**src/rtl/vram_arb_pkg.sv**
```systemverilog
// Shared types and the VDP byte-address to controller word-address mapping.
`timescale 1ns/1ps
package vram_arb_pkg;

  typedef enum logic [2:0] {IDLE, ISSUE, WAIT_HI, WAIT_LO, DONE} state_t;

  typedef enum logic [1:0] {G_NONE, G_VDP, G_AUX, G_REF} grant_t;

  typedef struct packed {
    logic [15:0] addr;  // word address (byte address / 2)
    logic [1:0]  wdm;   // 1 = byte masked; upper bit masks the high byte
  } vdp_map_t;

  // Even byte addresses land in the low byte lane, odd ones in the high lane.
  function automatic vdp_map_t vdp_to_mc(input logic [16:0] byte_addr);
    vdp_map_t m;
    m.addr = byte_addr[16:1];
    m.wdm  = {~byte_addr[0], byte_addr[0]};
    return m;
  endfunction

endpackage

```
**src/rtl/vram_refresh_timer.sv**
```systemverilog
// Refresh age counter: saturating, held at zero while the controller is down,
// cleared when a refresh grant completes.
`timescale 1ns/1ps
module vram_refresh_timer #(
  parameter int REFRESH_CYCLES = 1600,
  parameter int REFRESH_SLACK  = 200
) (
  input  logic clk,
  input  logic reset_n,
  input  logic enable,
  input  logic clear,
  output logic pending,
  output logic urgent,
  output logic early
);

  localparam int CNT_MAX = REFRESH_CYCLES + REFRESH_SLACK;
  localparam int CW      = $clog2(CNT_MAX + 1);
  localparam logic [CW-1:0] MAX_C   = CW'(CNT_MAX);
  localparam logic [CW-1:0] PEND_C  = CW'(REFRESH_CYCLES);
  localparam logic [CW-1:0] EARLY_C = CW'(REFRESH_CYCLES / 2);

  logic [CW-1:0] count_q, count_d;

  // Next count: zero while disabled or on completed refresh, else saturating increment.
  always_comb begin
    count_d = count_q;
    if (!enable || clear) begin
      count_d = '0;
    end else if (count_q != MAX_C) begin
      count_d = count_q + 1'b1;
    end
  end

  // Counter register.
  always_ff @(posedge clk or negedge reset_n) begin
    if (!reset_n) begin
      count_q <= '0;
    end else begin
      count_q <= count_d;
    end
  end

  assign pending = (count_q >= PEND_C);
  assign urgent  = (count_q >= MAX_C);
  assign early   = (count_q >= EARLY_C);

endmodule

```
**src/rtl/vram_arbiter.sv**
```systemverilog
// Arbitrates the SDRAM controller between VDP, an auxiliary 16-bit port and refresh.
`timescale 1ns/1ps
module vram_arbiter
  import vram_arb_pkg::*;
#(
  parameter int ADDR_W         = 22,
  parameter int REFRESH_CYCLES = 1600,
  parameter int REFRESH_SLACK  = 200,
  parameter int BUSY_TIMEOUT   = 8
) (
  input  logic              clk,
  input  logic              reset_n,
  input  logic              vdp_req,
  input  logic              vdp_wr,
  input  logic [16:0]       vdp_addr,
  input  logic [7:0]        vdp_din,
  output logic [15:0]       vdp_dout,
  output logic              vdp_ack,
  input  logic              aux_req,
  input  logic              aux_wr,
  input  logic [ADDR_W-1:0] aux_addr,
  input  logic [15:0]       aux_din,
  input  logic [1:0]        aux_wdm,
  output logic [15:0]       aux_dout,
  output logic              aux_ack,
  input  logic              refresh_hint,
  output logic              mc_read,
  output logic              mc_write,
  output logic              mc_refresh,
  output logic [ADDR_W-1:0] mc_addr,
  output logic [15:0]       mc_din,
  output logic [1:0]        mc_wdm,
  input  logic [15:0]       mc_dout,
  input  logic              mc_busy,
  input  logic              mc_enabled,
  output logic              timeout_err
);

  localparam int TW = $clog2(BUSY_TIMEOUT + 1);
  localparam logic [TW-1:0] TMO_LAST = TW'(BUSY_TIMEOUT - 1);

  state_t            state_q, state_d;
  grant_t            grant_q, grant_d;
  logic              wr_q, wr_d;
  logic [ADDR_W-1:0] addr_q, addr_d;
  logic [15:0]       din_q, din_d;
  logic [1:0]        wdm_q, wdm_d;
  logic [TW-1:0]     tmo_q, tmo_d;
  logic              timeout_err_q, timeout_err_d;
  logic [15:0]       vdp_dout_q, vdp_dout_d;
  logic [15:0]       aux_dout_q, aux_dout_d;

  logic     capture;
  logic     ref_clear;
  logic     ref_pending, ref_urgent, ref_early;
  vdp_map_t vdp_map;

  assign vdp_map = vdp_to_mc(vdp_addr);

  vram_refresh_timer #(
    .REFRESH_CYCLES (REFRESH_CYCLES),
    .REFRESH_SLACK  (REFRESH_SLACK)
  ) u_refresh_timer (
    .clk     (clk),
    .reset_n (reset_n),
    .enable  (mc_enabled),
    .clear   (ref_clear),
    .pending (ref_pending),
    .urgent  (ref_urgent),
    .early   (ref_early)
  );

  // Next-state, grant selection with command latching, busy handshake and read capture.
  always_comb begin
    state_d       = state_q;
    grant_d       = grant_q;
    wr_d          = wr_q;
    addr_d        = addr_q;
    din_d         = din_q;
    wdm_d         = wdm_q;
    tmo_d         = tmo_q;
    timeout_err_d = timeout_err_q;
    vdp_dout_d    = vdp_dout_q;
    aux_dout_d    = aux_dout_q;
    capture       = 1'b0;
    ref_clear     = 1'b0;
    case (state_q)
      IDLE: begin
        if (mc_enabled && !mc_busy) begin
          if (ref_urgent) begin
            grant_d = G_REF;
            wr_d    = 1'b0;
            state_d = ISSUE;
          end else if (vdp_req) begin
            grant_d = G_VDP;
            wr_d    = vdp_wr;
            addr_d  = ADDR_W'(vdp_map.addr);
            din_d   = {vdp_din, vdp_din};
            wdm_d   = vdp_map.wdm;
            state_d = ISSUE;
          end else if (aux_req) begin
            grant_d = G_AUX;
            wr_d    = aux_wr;
            addr_d  = aux_addr;
            din_d   = aux_din;
            wdm_d   = aux_wdm;
            state_d = ISSUE;
          end else if (ref_pending || (refresh_hint && ref_early)) begin
            grant_d = G_REF;
            wr_d    = 1'b0;
            state_d = ISSUE;
          end
        end
      end
      ISSUE: begin
        tmo_d   = '0;
        state_d = WAIT_HI;
      end
      WAIT_HI: begin
        if (mc_busy) begin
          state_d = WAIT_LO;
        end else if (tmo_q == TMO_LAST) begin
          // Controller never acknowledged the command: give up, still complete the request.
          timeout_err_d = 1'b1;
          capture       = 1'b1;
          state_d       = DONE;
        end else begin
          tmo_d = tmo_q + 1'b1;
        end
      end
      WAIT_LO: begin
        if (!mc_busy) begin
          capture = 1'b1;
          state_d = DONE;
        end
      end
      DONE: begin
        ref_clear = (grant_q == G_REF);
        state_d   = IDLE;
      end
      default: state_d = IDLE;
    endcase
    if (capture && !wr_q) begin
      if (grant_q == G_VDP) vdp_dout_d = mc_dout;
      if (grant_q == G_AUX) aux_dout_d = mc_dout;
    end
  end

  // State and datapath registers.
  always_ff @(posedge clk or negedge reset_n) begin
    if (!reset_n) begin
      state_q       <= IDLE;
      grant_q       <= G_NONE;
      wr_q          <= 1'b0;
      addr_q        <= '0;
      din_q         <= '0;
      wdm_q         <= '0;
      tmo_q         <= '0;
      timeout_err_q <= 1'b0;
      vdp_dout_q    <= '0;
      aux_dout_q    <= '0;
    end else begin
      state_q       <= state_d;
      grant_q       <= grant_d;
      wr_q          <= wr_d;
      addr_q        <= addr_d;
      din_q         <= din_d;
      wdm_q         <= wdm_d;
      tmo_q         <= tmo_d;
      timeout_err_q <= timeout_err_d;
      vdp_dout_q    <= vdp_dout_d;
      aux_dout_q    <= aux_dout_d;
    end
  end

  assign mc_read     = (state_q == ISSUE) && (grant_q != G_REF) && !wr_q;
  assign mc_write    = (state_q == ISSUE) && (grant_q != G_REF) && wr_q;
  assign mc_refresh  = (state_q == ISSUE) && (grant_q == G_REF);
  assign mc_addr     = addr_q;
  assign mc_din      = din_q;
  assign mc_wdm      = wdm_q;
  assign vdp_ack     = (state_q == DONE) && (grant_q == G_VDP);
  assign aux_ack     = (state_q == DONE) && (grant_q == G_AUX);
  assign vdp_dout    = vdp_dout_q;
  assign aux_dout    = aux_dout_q;
  assign timeout_err = timeout_err_q;

endmodule

```
**config.mk**
```make
export PLATFORM = sky130hd
export DESIGN_NAME = vram_arbiter
export DESIGN_NICKNAME = d
export VERILOG_FILES = /design/src/rtl/vram_arb_pkg.sv /design/src/rtl/vram_refresh_timer.sv /design/src/rtl/vram_arbiter.sv
export SDC_FILE = /design/constraint.sdc
export NUM_CORES = 1
export LEC_CHECK = 0
export ABC_AREA = 1
export BUFFER_PORTS_ARGS = -buffer_cell sky130_fd_sc_hd__buf_2
export CORE_AREA = 2 2 119 121
export CTS_CLUSTER_DIAMETER = 100
export CTS_CLUSTER_SIZE = 28
export DETAILED_ROUTE_END_ITERATION = 12
export DIE_AREA = 0 0 121 123
export GPL_TIMING_DRIVEN = 0
export SLEW_MARGIN = 20
export SYNTH_ARGS = -nofsm -noshare
export SYNTH_HDL_FRONTEND = slang
export SYNTH_SLANG_ARGS = --single-unit
```
**constraint.sdc**
```tcl
create_clock -name clk -period 2.8 [get_ports clk]
set_clock_uncertainty 0.15 [all_clocks]
set_input_delay 0.56 -clock clk [delete_from_list [all_inputs] [get_ports clk]]
set_output_delay 0.56 -clock clk [all_outputs]
set_load 0.01 [all_outputs]
```
==> results of run 1 <==
worst max-delay path: stages (launching register included):
cell     delay (ps)
dfrtp_1         480
nor2_1          160
nand2_1         110
nor3_1          210
buf_2           180
layout make-up:
class / instances / area [µm²]
Fill cell: 1381 / 7560
Inverter: 81 / 304
Multi-Input combinational cell: 362 / 1830
Sequential cell: 94 / 2350
Clock buffer: 12 / 236
Clock inverter: 4 / 32.5
Buffer: 22 / 195
Timing Repair Buffer: 169 / 880
Tap cell: 180 / 225
sequential cells by signal, summed over array words and instances, names as in the netlist:
signal	count
mc_din	16
grant_q	2
tmo_q	4
wr_q	1
aux_dout	16
vdp_dout	16
mc_wdm	2
state_q	3
u_refresh_timer.count_q	11
timeout_err	1
mc_addr	22
cells by family (layout without fill, tap and decap cells):
family	after synthesis	in the layout	share of synthesized area, %
XOR/XNOR	5	5	0.935
adder cells (fa/ha/maj)	3	3	0.802
AO/OA/AOI/OAI	92	92	12.5
AND/OR/NAND/NOR	261	261	24.6
flip-flops	94	94	50.2
buffers and inverters	103	288	10.7
multiplexers	1	1	0.214
where the power goes:
part           switching (mW)  internal (mW)
sequential              0.309           1.85
clock                   0.534          0.610
combinational            1.03          0.804
total                    1.87           3.26
layer usage:
metal	global-route usage (%)	up-vias	share of wire [%]
met5	0	-	0
met4	7.19	0	1.7
met3	5.30	13	8.3
met2	26.3	150	46
met1	21.8	1968	44
li1	-	2103	-
worst min-delay path by stage:
stage | startpoint | end | slack, ps | cells after the start
6_report | timeout_err | timeout_err | 310 | 2
4_1_cts | mc_dout[10] | aux_dout[10] | 300 | 3
3_3_place_gp | timeout_err | timeout_err | 300 | 2
5_1_grt | mc_dout[2] | vdp_dout[2] | 320 | 3
2_1_floorplan | reset_n | aux_dout[0] | 110 | 0
3_5_place_dp | timeout_err | timeout_err | 300 | 2
stage by stage:
| step | setup WS, ps | hold WS, ps | util [%] | cells | instance area (µm²) |
|---|---|---|---|---|---|
| CTS | 593 | 300 | 44.5 | 924 | 6060 |
| finish | 611 | 308 | 44.5 | 924 | 6060 |
| detailed placement | 677 | 299 | 42.4 | 907 | 5780 |
| global placement | 47.5 | 297 | 42.2 | 906 | 5740 |
| global route | 513 | 317 | 44.5 | 924 | 6060 |
| floorplan | 1100 | 114 | - | 559 | 4680 |
synthesized netlist by cell type (all sizes together):
| library cell | count | area (µm²) |
|---|---|---|
| dfrtp | 94 | 2350 |
| inv | 81 | 304 |
| xnor2 | 1 | 8.76 |
| nand4 | 11 | 68.8 |
| o21a | 2 | 15.0 |
| nand2 | 196 | 788 |
| a22o | 1 | 8.76 |
| nor3 | 10 | 72.6 |
| mux2i | 1 | 10.0 |
| and2 | 1 | 8.76 |
| a21oi | 6 | 30.0 |
| clkbuf | 8 | 30.0 |
| nand3b | 1 | 7.51 |
| o21ai | 83 | 532 |
| nand3 | 18 | 110 |
| ha | 3 | 37.5 |
| xor2 | 4 | 35.0 |
| nor2 | 24 | 97.6 |
| buf | 14 | 165 |
timing repair:
item | 4_1_cts | 5_1_grt
hold endpoints to repair | 15 | 0
setup endpoints to repair | 0 | 0
hold buffers | 1 | 0
==> metrics, run 1 <==
status finished clean; CTS tree done; worst-skew pair later-pin latency 340 ps; clock sinks 94; Unique masters post-synth 28; Final period util 78.2%; RSZ-0062 raised after global routing no; Crit. End Element output pin; via count 4234; number of antenna diodes 0; Pwr Total 5.14 mW; DR vias/cell 4.58; commonest non-fill, non-tap cell in the layout nand2_1; Final setup violation count 0; Initial Util about 34%; vias in the first global route 4096; gr usage total 16.9%; GR Overflow Total 0; Peak VDD IR 316 µV; worst r2r src state_q[0]; total wire length approximately 12 mm; reg2reg end u_refresh_timer.count_q[6]; worst-path fanout max 7; IO Pins 168; CP startpoint kind flip-flop; clock root cell clkbuf_16; Final ANT Viol Nets 0; kind of critical path flip-flop to output pin; crit path from state_q[0]; Post-DP HPWL 9.42 mm; syn_area_per_cell 8.38 µm²; H-tree depth 3; Clock transition at path regs 60 ps; Ys Warns 0; syn nets 652; post-CTS setup buffers 0; CTS Buf Count 9; Yosys reg bits 94; Hold Vio Cnt, Final 0; first-pass GRT wire length 19.8 mm; Pins Over Slew Limit 0; largest net degree at the start of global routing between 50 and 60; port bufs 167; Die Span X between 100 and 150 µm; P_leak 3.30 nW; pwr dens about 850 nW/µm²; Seq/Total Area, Yosys 50.2%; Core Region around 14000 µm²; fin crit period 2190 ps; row cnt 43; RePlAce Congestion about 0.81; DR iter-0 viols between 200 and 250; critical path endpoint aux_ack; Final #Nets 832; worst r2r path cells 6; Hold Path Class flip-flop to flip-flop; Area growth syn-to-layout 29.3%; Max Fclk between 0.4 and 0.5 GHz; most frequent cells in the layout nand2_1 (175), buf_2 (169), dfrtp_1 (94); share of layout cells above drive strength 1 34.4%; CP arrival 1480 ps; first-pass iteration count of the detailed router 4; clk buf depth 2; initial antenna violation count 0; Slew headroom 55.5%; DRC viols 0; Tightest Pin Transition 663 ps; die height about 120 µm; # Max-Cap Violations 0; Post-Synthesis Cells about 560; post-CTS sizing 0; Sum Neg Setup Slack 0 ps; Netlist Area Pre-Place roughly 4700 µm²; setup slack, reg-to-reg 810 ps; DIE AREA roughly 15000 µm²; DR WL/cell 13.3 µm; Required @ worst endpoint around 2100 ps
Power figures use the tool's default switching activity.
==> run 2: changes to the inputs <==
ABC_AREA = 0   (was 1)
CORE_AREA = 2 2 115 117   (was 2 2 119 121)
DIE_AREA = 0 0 117 119   (was 0 0 121 123)
clock period = 1.94 ns   (was 2.8 ns; I/O delays follow)
==> run 2 against run 1 <==
  * Core utilization rose by 3.4 points
  * Global-route usage shrank 2.0 points
  * Final cell count fell by 21%
  * Highest routed layer unchanged
  * Die area decreased by 6.5%
  * Power rose by 59%
  * The run now ends with negative setup slack left
==> metrics, run 2 <==
status complete, but fails checks; violated checks negative setup slack; DR WL/cell 14.3 µm; Final #Nets 638; RSZ-0062 raised after global routing yes; share of layout cells above drive strength 1 between 50% and 60%; syn_area_per_cell approximately 12 µm²; Final ANT Viol Nets 0; Post-Synth Adder-Cell Area 0.869%; pwr dens 1320 nW/µm²; cell family with most CP delay simple AND/OR/NAND/NOR gates; most frequent cells in the layout buf_2 (165), dfrtp_1 (92), mux2_2 (52); Post-synth EDFFs 0; DR vias/cell 4.67; Final setup violation count 71; DR iter-0 viols 166; port bufs around 170; net switching power 2.42 mW; Util after Layout between 40% and 50%; clock root cell clkbuf_16; Post-Synthesis Cells 348; Hold Path Class input pin to flip-flop; CTS Buf Count 9; initial antenna violation count 0; via count 3393; Compound-Gate Fraction of Synth Area 4.84%; Comb power frac around 34%; clock sinks 94; Required @ worst endpoint 2020 ps; commonest non-fill, non-tap cell in the layout buf_2; slowest cell delay on critical path 550 ps; sequential share of power 39.3%; CP arrival 2310 ps; GR Overflow Total 0; Clock transition at path regs 60 ps; first-pass GRT wire length 16.2 mm; Ys Warns 0; top-count cell post-synth dfrtp_1; first-pass iteration count of the detailed router 4; syn nets 441; Seq/Total Area, Yosys between 50% and 60%; P_leak ~3.2 nW; max reg flops 22; mux contribution to synthesized area 24.4%; Internal Pwr Total 5.75 mW; Worst Slack Setup Final -297 ps; Crit. End Element flip-flop; Max Fclk between 0.4 and 0.5 GHz; Core Region 12900 µm²; XOR/XNOR Fraction of Synth Area between 2 and 2.5%; largest net degree at the start of global routing 58; Die Span X 117 µm; Pins Over Slew Limit 0; Switching Share 29.6%; Post-Layout Cell Count ~730; total wire length 10.4 mm; worst-path fanout max 10; DRC viols 0; crit path cell chain or4_4 > o21ba_4 > nor3_4 > buf_6 > buf_6 > mux2_2; Area growth syn-to-layout 42.8%; Peak VDD IR 665 µV; number of antenna diodes 0; RePlAce Congestion about 0.85; top cell type's share of synthesized area 54.5%; Post-DP HPWL 7.48 mm; dpl cells 691; synth top area cells dfrtp_1 (54%), mux2_2 (23%), o21ai_0 (2.2%); Unique masters post-synth 39; Tightest Pin Transition 523 ps; Yosys reg bits 94; Initial Util 33.5%; synth cell count leaders dfrtp_1 (94), mux2_2 (87), inv_1 (23); post-synthesis simple-gate area fraction 9.39%; # Max-Cap Violations 0; Slew headroom 65.1%; slowest cell on the critical path or4_4; CP Buf/Inv Count 2; worst slack, placed -469 ps; Pwr Total 8.17 mW; Final Instance Area around 6000 µm²; Hold Vio Cnt, Final 0; Netlist Area Pre-Place 4320 µm²; DIE AREA approximately 14000 µm²; gr usage total about 15%; most frequent CP cell buf_6; Post-synth ARST share 100%; worst-skew pair later-pin latency 340 ps; hold_ws 145 ps; Final period util 115%; vias in the first global route 3270; main combinational cell family by area after synthesis multiplexers; Placement Cell Area 5490 µm²; Sum Neg Setup Slack -12790 ps; kind of critical path flip-flop to flip-flop; cell taking the most area after synthesis dfrtp_1; CTS tree done; clk buf depth 2; H-tree depth 3; die height 119 µm; IO Pins about 170; clock power share 26.3%; main flop type after synthesis dfrtp_1; row cnt 42; fin crit period roughly 2200 ps; CP startpoint kind flip-flop
[run 2: cell types whose count changed after synthesis, moves of 21 or more]
cell	previous run	this run
nand2_1	175	15
o21ai_1	34	0
mux2_2	0	87
inv_1	80	23
nand2_2	21	0
o21ai_2	31	0
[run 2: power by group through the flow]
| stage | sequential [mW] | clock [mW] | combinational [mW] |
|---|---|---|---|
| finish | 3.21 | 2.15 | 2.82 |
| global route | 3.32 | 2.30 | 3.08 |
| CTS | 3.20 | 2.22 | 2.80 |
| detailed placement | 3.21 | 0 | 2.58 |
| global placement | 3.18 | 0 | 2.53 |
| floorplan | 3.50 | 0 | 1.19 |
[run 2: metal layers]
layer  vias up  GRT usage (%)  wire, µm
li1       1604              -         -
met1      1639           19.3      4470
met2       133           23.3      4890
met3        17           4.78       802
met4         0           5.81       229
met5         -              0         0
[run 2: layout make-up]
type                       instances  area [µm²]
inverter                          23        86.3
clock inverter                     6         133
multi-input combinational        217        1980
buffer                            14         109
sequential                        94        2350
tap                              176         220
fill                            1169        6710
timing repair buffer             186        1040
clock buffer                      10         239
[run 2: cell families after synthesis]
kind of cell | after synthesis
multiplexers | 94
AO/OA/AOI/OAI | 33
adder cells (fa/ha/maj) | 3
buffers and inverters | 37
XOR/XNOR | 10
AND/OR/NAND/NOR | 77
flip-flops | 94
[run 2: timing repair]
action / CTS / global route
setup endpoints to repair: 81 / 80
pin swaps: 3 / 1
endpoints found under the hold margin: 37 / 0
setup buffers: 9 / 7
resized for setup: 37 / 14
gates cloned: 2 / 1
hold buffers: 1 / 0
[run 2: final timing paths]
path	startpoint	to	slack (ps)	depth (start not counted)
setup / recovery	u_refresh_timer.count_q[7]	mc_din[6]	-300	6
hold / removal	mc_dout[7]	vdp_dout[7]	150	2
setup reg to reg	u_refresh_timer.count_q[7]	mc_din[6]	-300	6
hold reg to reg	timeout_err	timeout_err	330	1
max in group asynchronous	reset_n	u_refresh_timer.count_q[5]	680	3
min in group asynchronous	reset_n	mc_addr[19]	370	2
